<file path="src/rtl/instr_fetch.sv">
// Instruction fetch stage: loads a program image into instr_mem, then fetches
// opcodes into a one-entry valid/ready register with branch redirect and halt.
module instr_fetch #(
  parameter int unsigned ADDR_W  = 4,
  parameter int unsigned DATA_W  = 26,
  parameter logic [3:0]  HALT_OP = 4'hF
) (
  input  logic              clk,
  input  logic              reset,
  input  logic              start_load,
  input  logic              load_valid,
  input  logic [DATA_W-1:0] load_data,
  output logic              load_ready,
  input  logic              start_run,
  input  logic [DATA_W-1:0] opcode,
  output logic [ADDR_W-1:0] prog_pointer,
  output logic              write_data,
  output logic [DATA_W-1:0] data_to_write,
  output logic              instr_valid,
  input  logic              instr_ready,
  output logic [DATA_W-1:0] instr_out,
  output logic [ADDR_W-1:0] instr_pc,
  input  logic              branch_en,
  input  logic [ADDR_W-1:0] branch_target,
  output logic              halted
);

  localparam logic [1:0] S_IDLE = 2'd0;
  localparam logic [1:0] S_LOAD = 2'd1;
  localparam logic [1:0] S_RUN  = 2'd2;
  localparam logic [1:0] S_HALT = 2'd3;

  localparam logic [ADDR_W-1:0] PTR_ZERO = {ADDR_W{1'b0}};
  localparam logic [ADDR_W-1:0] PTR_LAST = {ADDR_W{1'b1}};
  localparam logic [ADDR_W-1:0] PTR_ONE  = {{(ADDR_W-1){1'b0}}, 1'b1};

  logic [1:0]        state_q, state_d;
  logic [ADDR_W-1:0] ptr_q, ptr_d;
  logic [ADDR_W-1:0] pc_q, pc_d;
  logic [DATA_W-1:0] instr_q, instr_d;
  logic              valid_q, valid_d;
  logic              halted_q;

  logic in_load_s;
  logic load_xfer_s;
  logic fire_s;
  logic is_halt_s;

  assign in_load_s   = (state_q == S_LOAD);
  assign load_xfer_s = in_load_s & load_valid;
  // Branch pre-empts the fetch so the redirect target is read on the next cycle.
  assign fire_s      = (state_q == S_RUN) & ~branch_en & (~valid_q | instr_ready);
  assign is_halt_s   = (opcode[DATA_W-1 -: 4] == HALT_OP);

  // Next-state logic for mode, program pointer and instruction register.
  always_comb begin
    state_d = state_q;
    ptr_d   = ptr_q;
    valid_d = valid_q;
    instr_d = instr_q;
    pc_d    = pc_q;
    case (state_q)
      S_IDLE: begin
        if (start_load) begin
          state_d = S_LOAD;
          ptr_d   = PTR_ZERO;
        end else if (start_run) begin
          state_d = S_RUN;
          ptr_d   = PTR_ZERO;
          valid_d = 1'b0;
        end else begin
          state_d = S_IDLE;
        end
      end
      S_LOAD: begin
        if (load_xfer_s) begin
          if (ptr_q == PTR_LAST) begin
            state_d = S_IDLE;
            ptr_d   = PTR_ZERO;
          end else begin
            ptr_d   = ptr_q + PTR_ONE;
          end
        end else begin
          ptr_d = ptr_q;
        end
      end
      S_RUN, S_HALT: begin
        if (branch_en) begin
          state_d = S_RUN;
          valid_d = 1'b0;
          ptr_d   = branch_target;
        end else if (fire_s) begin
          valid_d = 1'b1;
          instr_d = opcode;
          pc_d    = ptr_q;
          // A halt instruction is still delivered; the pointer stays on it.
          if (is_halt_s) begin
            state_d = S_HALT;
          end else begin
            ptr_d   = ptr_q + PTR_ONE;
          end
        end else if ((state_q == S_HALT) && start_run) begin
          state_d = S_RUN;
          ptr_d   = PTR_ZERO;
          valid_d = 1'b0;
        end else if (valid_q && instr_ready) begin
          valid_d = 1'b0;
        end else begin
          valid_d = valid_q;
        end
      end
      default: begin
        state_d = S_IDLE;
        ptr_d   = PTR_ZERO;
        valid_d = 1'b0;
      end
    endcase
  end

  // State registers with asynchronous active-low reset.
  always_ff @(posedge clk or negedge reset) begin
    if (!reset) begin
      state_q  <= S_IDLE;
      ptr_q    <= PTR_ZERO;
      pc_q     <= PTR_ZERO;
      instr_q  <= {DATA_W{1'b0}};
      valid_q  <= 1'b0;
      halted_q <= 1'b0;
    end else begin
      state_q  <= state_d;
      ptr_q    <= ptr_d;
      pc_q     <= pc_d;
      instr_q  <= instr_d;
      valid_q  <= valid_d;
      halted_q <= (state_d == S_HALT);
    end
  end

  assign load_ready    = in_load_s;
  assign write_data    = load_xfer_s;
  assign data_to_write = in_load_s ? load_data : {DATA_W{1'b0}};
  assign prog_pointer  = ptr_q;
  assign instr_valid   = valid_q;
  assign instr_out     = instr_q;
  assign instr_pc      = pc_q;
  assign halted        = halted_q;

endmodule

</file>
<file path="config.mk">
export PLATFORM = sky130hd
export DESIGN_NAME = instr_fetch
export DESIGN_NICKNAME = d
export VERILOG_FILES = /design/src/rtl/instr_fetch.sv
export SDC_FILE = /design/constraint.sdc
export NUM_CORES = 1
export LEC_CHECK = 0
export CORE_MARGIN = 3
export CORE_UTILIZATION = 25
export CTS_CLUSTER_SIZE = 25
export DETAILED_ROUTE_END_ITERATION = 10
export PLACE_DENSITY = 0.62
export SYNTH_ARGS = -nofsm -noshare
export SYNTH_HDL_FRONTEND = slang
export SYNTH_SLANG_ARGS = --single-unit
</file>
<file path="constraint.sdc">
create_clock -name clk -period 2 [get_ports clk]
set_input_delay 0.4 -clock clk [delete_from_list [all_inputs] [get_ports clk]]
set_output_delay 0.4 -clock clk [all_outputs]
set_load 0.02 [all_outputs]
</file>
==> results.ini, run 1 <==
[status]
status=complete, no violations

[global_route]
grt_first_pass_wirelength_um=8459
grt_pass1_vias=1768
busiest_layer=met2
antenna_found_initial=0
met2_usage_pct=20.67
grt_use_total_pct=11.84
grt_overflow=0
use_met1_pct=13.57
met3_usage_pct=5.051
grt_max_degree=39

[detailed_routing]
wl_um=5438
vias=1668
drc=0
first_iter_violations=31
vias_per_cell=4.244
firstDrtPassIters=4
postRouteAntennaNets=0
routedWlPerCell_um=13.84

[critical_path]
critPathKind=reg -> out
reg2reg_to=instr_out[4]
worst_setup_path_start_kind=flop
worstPathArrival_ns=1.52
crit_required_ns=1.60
rr_startpoint=state_q[1]
cp_max_fo=31
critPathLaunch=state_q[1]
r2r_cells=5
worstSetupEndpointType=primary output
endpoint=data_to_write[17]
regToRegSetupSlack_ns=0.38

[floorplanning]
die-area_mm2=0.009150
die_x_um=95.66
die_h_um=95.66
start_util_pct=25.87
core-area_mm2=0.007767
pin_count=127
num_rows=32

[timing]
rsz0062_at_grt=no
finalHoldViolations=0
fin_crit_ns=1.920
setup_viol=0
fmax_mhz=520.8
maxSlewViolCount=0
clock_skew_ns=0.004734
finalCritPeriodShare_pct=96.00
worst_slew_pin_slew_ns=0.4891
maxSlewHeadroom_pct=67.40

[yosys]
syn_avg_cell_area_um2=12.96
yosysUniqueCellTypes=35
yosys_warnings=0
synth_area_mm2=0.002009
syn_nets=219
synth.top_cell.area_share_pct=47.32
synth_area_leaders=dfrtp_1, mux2_4, and2_1, buf_12, mux2_2
synthArstFlopShare_pct=100.0
ys_seq_area_share_pct=47.32
ys_ff_latch=38
synth_area_leader_cell=dfrtp_1
synth_edf_count=0
synthCells=155
synth_top_flop_cell=dfrtp_1

[placement]
place_area_mm2=0.003402
hpwl_um=4305
port_buffers=126
gp_congestion=0.8009

[flow_run]
drv_cap=0

[clock_tree]
cts_buffers=5
cts_tree=built
clk_latency_ns=0.29
cts_root_buffer=clkbuf_8
post_cts_buffers=0
clk_pin_slew_worst_paths_ns=0.08
clockBufferDepth=2
htreeDepth=2
cts.sinks=38

[power_and_ir_drop]
power_density_mw_per_mm2=680.5
p_total_w=0.002371
power.leakage_nw=1.556
ir_drop_uv=339.3

[cells_and_area]
area_growth_pct=73.35
nNetsFinal=354
nFillCells=749
drive_gt1_share_pct=19.24
final_common_cell=clkdlybuf4s50_1
final_area_mm2=0.003483
antennaDiodeCount=0
layout_common_cells=clkdlybuf4s50_1, dfrtp_1, mux2_4, and2_1, clkdlybuf4s15_1

[hold_path]
worstHoldPathType=in -> async

## worst min path at each step
stage	endpoint	start	slack [ns]	cells after the start
after floorplan	halted	reset	0.10	0
after global placement	instr_out[12]	reset	0.49	2
after detailed placement	instr_out[7]	reset	0.49	2
after CTS	instr_out[7]	reset	0.17	2
after global routing	instr_out[21]	reset	0.19	2
final	instr_out[7]	reset	0.16	2
## cells by family after synthesis
| logic type | count (synthesis) | synth area share (%) |
|---|---|---|
| AND/OR/NAND/NOR | 51 | 15.51 |
| flip-flops | 38 | 47.32 |
| multiplexers | 32 | 23.35 |
| AO/OA/AOI/OAI | 18 | 7.161 |
| buffers and inverters | 15 | 6.040 |
| adder cells (fa/ha/maj) | 1 | 0.6226 |
## stage by stage
stage | hold slack (ns) | setup WS [ns] | instances | util (%) | setup TNS, ns
6_report | 0.1640 | 0.07997 | 393 | 44.85 | 0
5_1_grt | 0.1929 | 0.0004068 | 393 | 44.85 | 0
4_1_cts | 0.1705 | 0.01896 | 393 | 44.57 | 0
3_5_place_dp | 0.4926 | -0.03144 | 385 | 43.80 | -0.05359
3_3_place_gp | 0.4883 | 0.01052 | 385 | 43.80 | 0
2_1_floorplan | 0.1044 | 0.3280 | 155 | - | 0
## synth_stat cells, drive strengths merged, types with 2 or more instances
master  number
inv          6
o211ai       2
a31oi        2
o31a         2
nor2         3
and2        27
nand2b       3
mux2        32
nand2        5
clkbuf       3
buf          6
nand3        6
dfrtp       38
nor2b        2
o21ai        3
## layer usage
layer  vias to the layer above  wire, um
met4                         0        23
met3                         4       580
met5                         -         0
met2                        84      2588
met1                       771      2246
li1                        809         -
## critical path, cell delays in order (launching register included)
cell             delay, ns
dfrtp_1               0.38
and2b_1               0.23
buf_12                0.16
and2_1                0.15
clkdlybuf4s15_1       0.32
## registers in the layout (all words and copies together) (netlist names)
name,flops
instr_pc,4
halted,1
instr_valid,1
instr_out,26
state_q,2
prog_pointer,4
## area by class of cell
class                   instances  area (um2)  area share, %
repair buffers                137        1350          38.76
flip-flops and latches         38       950.9          27.30
multi-input cells             102       937.1          26.90
well taps                     102       127.6          3.664
clock buffers                   6       82.58          2.371
inverters                       6       22.52         0.6466
clock inverters                 2       12.51         0.3592
## timing repair
action,4_1_cts,5_1_grt
hold buffers,0,0
hold endpoints to repair,0,0
endpoints found under the setup margin,28,17
resized for setup,28,17
## where the power goes
group / total, W / internal (W) / switching (W)
clock network: 0.000551 / 0.000277 / 0.000274
registers: 0.000973 / 0.000891 / 0.0000825
logic: 0.000846 / 0.000510 / 0.000336
total: 0.00237 / 0.00168 / 0.000692
Note: power is estimated with default switching activity, not from simulation.
==> inputs of run 2 (changes only) <==
--- a/config.mk
+++ b/config.mk
@@ -9,7 +9,7 @@
 export CORE_UTILIZATION = 25
 export CTS_CLUSTER_SIZE = 25
 export DETAILED_ROUTE_END_ITERATION = 10
-export PLACE_DENSITY = 0.62
+export PLACE_DENSITY = 0.7
 export SYNTH_ARGS = -nofsm -noshare
 export SYNTH_HDL_FRONTEND = slang
 export SYNTH_SLANG_ARGS = --single-unit
==> results.ini, run 2 (same netlist as run 1, synthesis figures left out) <==
[critical_path]
crit_required_ns=1.60  ; about the same
path_cells=and2b_1, buf_12, and2_1, clkdlybuf4s15_1
critical-path-slowest-cell=dfrtp_1
r2r_cells=5  ; unchanged
worstPathArrival_ns=1.51  ; about the same
critPathKind=reg -> out
regToRegSetupSlack_ns=0.40  ; +0.02 ns
cp_max_fo=28  ; -9.7%
cp_top_family=buffers and inverters
critPathBufInv=2  ; unchanged
worst_setup_path_start_kind=flop
rr_startpoint=state_q[1]
slowest_delay_ns=0.38  ; about the same
worstSetupEndpointType=primary output
worstSetupPathDepth=4  ; unchanged
reg2reg_to=instr_out[2]

[timing]
maxSlewViolCount=0  ; unchanged
fin_crit_ns=1.910  ; -0.009867 ns
finalHoldViolations=0  ; unchanged
fmax_mhz=523.5  ; +0.52%
finalCritPeriodShare_pct=95.51  ; -0.49 points
clock_skew_ns=0.003920  ; -0.0008144 ns
maxSlewHeadroom_pct=66.51  ; -0.88 points
rsz0062_at_grt=no
fin_tns_setup_ns=0  ; unchanged
worst_slew_pin_slew_ns=0.5023  ; +0.01324 ns
setup_viol=0  ; unchanged

[clock_tree]
cts_tree=built
clockBufferDepth=2  ; unchanged
clk_pin_slew_worst_paths_ns=0.08  ; about the same
htreeDepth=2  ; unchanged
cts.sinks=38  ; unchanged
cts_root_buffer=clkbuf_8
cts_buffers=5  ; unchanged
clk_latency_ns=0.28  ; about the same
postCtsHoldBufs=0  ; unchanged

[global_route]
grt_max_degree=39  ; unchanged
antenna_found_initial=0  ; unchanged
grt_use_total_pct=11.96  ; +0.12 points
grt_overflow=0  ; unchanged
grt_first_pass_wirelength_um=8645  ; +2.2%
grt_pass1_vias=1811  ; +2.4%

[floorplanning]
num_rows=32  ; unchanged
pin_count=127  ; unchanged
die_h_um=95.66  ; unchanged
start_util_pct=25.87  ; unchanged
die-area_mm2=0.009150  ; unchanged
die_x_um=95.66  ; unchanged
core-area_mm2=0.007767  ; unchanged

[flow_run]
drv_cap=0  ; unchanged

[detailed_routing]
wl_met2_um=2772  ; +7.1%
routedWlPerCell_um=13.77  ; -0.48%
firstDrtPassIters=4  ; unchanged
highest_layer=met4
wl_met1_um=2232  ; -0.62%
wl_um=5453  ; +0.28%
vias=1692  ; +1.4%
route.met3.wl_um=434  ; -25%
postRouteAntennaNets=0  ; unchanged
drc=0  ; unchanged
vias_per_cell=4.273  ; +0.67%
first_iter_violations=25  ; -19%

[placement]
gp_congestion=0.7902  ; -1.3%
port_buffers=126  ; unchanged
place_area_mm2=0.003425  ; +0.66%
hpwl_um=4361  ; +1.3%

[power_and_ir_drop]
ir_drop_uv=279.4  ; -18%
p_total_w=0.002373  ; +0.11%
power_density_mw_per_mm2=688.2  ; +1.1%
power.leakage_nw=1.535  ; -1.4%

[cells_and_area]
nFillCells=742  ; -0.93%
regArea_um2=950.9  ; unchanged
area_growth_pct=71.61
nNetsFinal=357  ; +0.85%
final_area_mm2=0.003448  ; -1.0%
final_common_cell=clkdlybuf4s50_1
drive_gt1_share_pct=24.83  ; +5.6 points
antennaDiodeCount=0  ; unchanged
layout_common_cells=clkdlybuf4s50_1, dfrtp_1, mux2_4, and2_1, clkbuf_2
multiInputGateArea_um2=937.1  ; unchanged
largest_reg_flops=26  ; unchanged

[hold_path]
worstHoldPathType=in -> async

[status]
status=complete, no violations

run 2: changes by cell type in the layout (fill, tap and decap cells not counted):
cell,delta
clkdlybuf4s15_1,-4
buf_4,+3
clkbuf_2,+14
dlygate4sd2_1,-10
run 2: final cells by class:
| class | instances | share of cell area [%] |
|---|---|---|
| clock inverters | 2 | 0.3628 |
| inverters | 6 | 0.6531 |
| flip-flops and latches | 38 | 27.58 |
| clock buffers | 6 | 2.395 |
| repair buffers | 140 | 38.13 |
| multi-input cells | 102 | 27.18 |
| well taps | 102 | 3.701 |
run 2: timing repair:
action,CTS,global route
buffers inserted,0,0
setup endpoints to repair,28,27
resized for setup,28,41
pin swaps,0,0
run 2: worst register-to-register path: cells and delay by family (launching register included):
family | cells | cell delay, ns
flip-flops | 1 | 0.34
AND/OR/NAND/NOR | 2 | 0.45
multiplexers | 1 | 0.32
buffers and inverters | 2 | 0.37
run 2: through the flow:
stage	hold slack (ns)	instances	setup WS, ns	util [%]
6_report	0.1601	396	0.08984	44.39
5_1_grt	0.1963	396	0.004622	44.39
3_5_place_dp	0.4872	388	-0.07082	44.09
3_3_place_gp	0.4882	388	-0.01735	44.09
2_1_floorplan	0.1044	155	0.3280	-
4_1_cts	0.1776	396	0.02639	44.86
run 2: how the worst max path moves through the flow:
stage | slack [ns] | endpoint | from
2_1_floorplan | 0.33 | data_to_write[10] | state_q[0]
3_3_place_gp | -0.02 | prog_pointer[1] | opcode[25]
3_5_place_dp | -0.07 | prog_pointer[0] | opcode[23]
4_1_cts | 0.03 | data_to_write[10] | state_q[1]
5_1_grt | 0.005 | data_to_write[4] | state_q[1]
6_report | 0.09 | data_to_write[24] | state_q[1]
run 2: power by group:
group          internal, W  switching [W]  leakage [nW]
clock network     0.000277       0.000275        0.0472
logic             0.000512       0.000336          1.04
registers         0.000891      0.0000818         0.451
run 2: per-layer routing:
metal / global-route usage, % / up-vias
li1: - / 813
met1: 14.35 / 798
met2: 21.42 / 79
met3: 3.315 / 2
met4: 2.133 / 0
met5: 0 / -
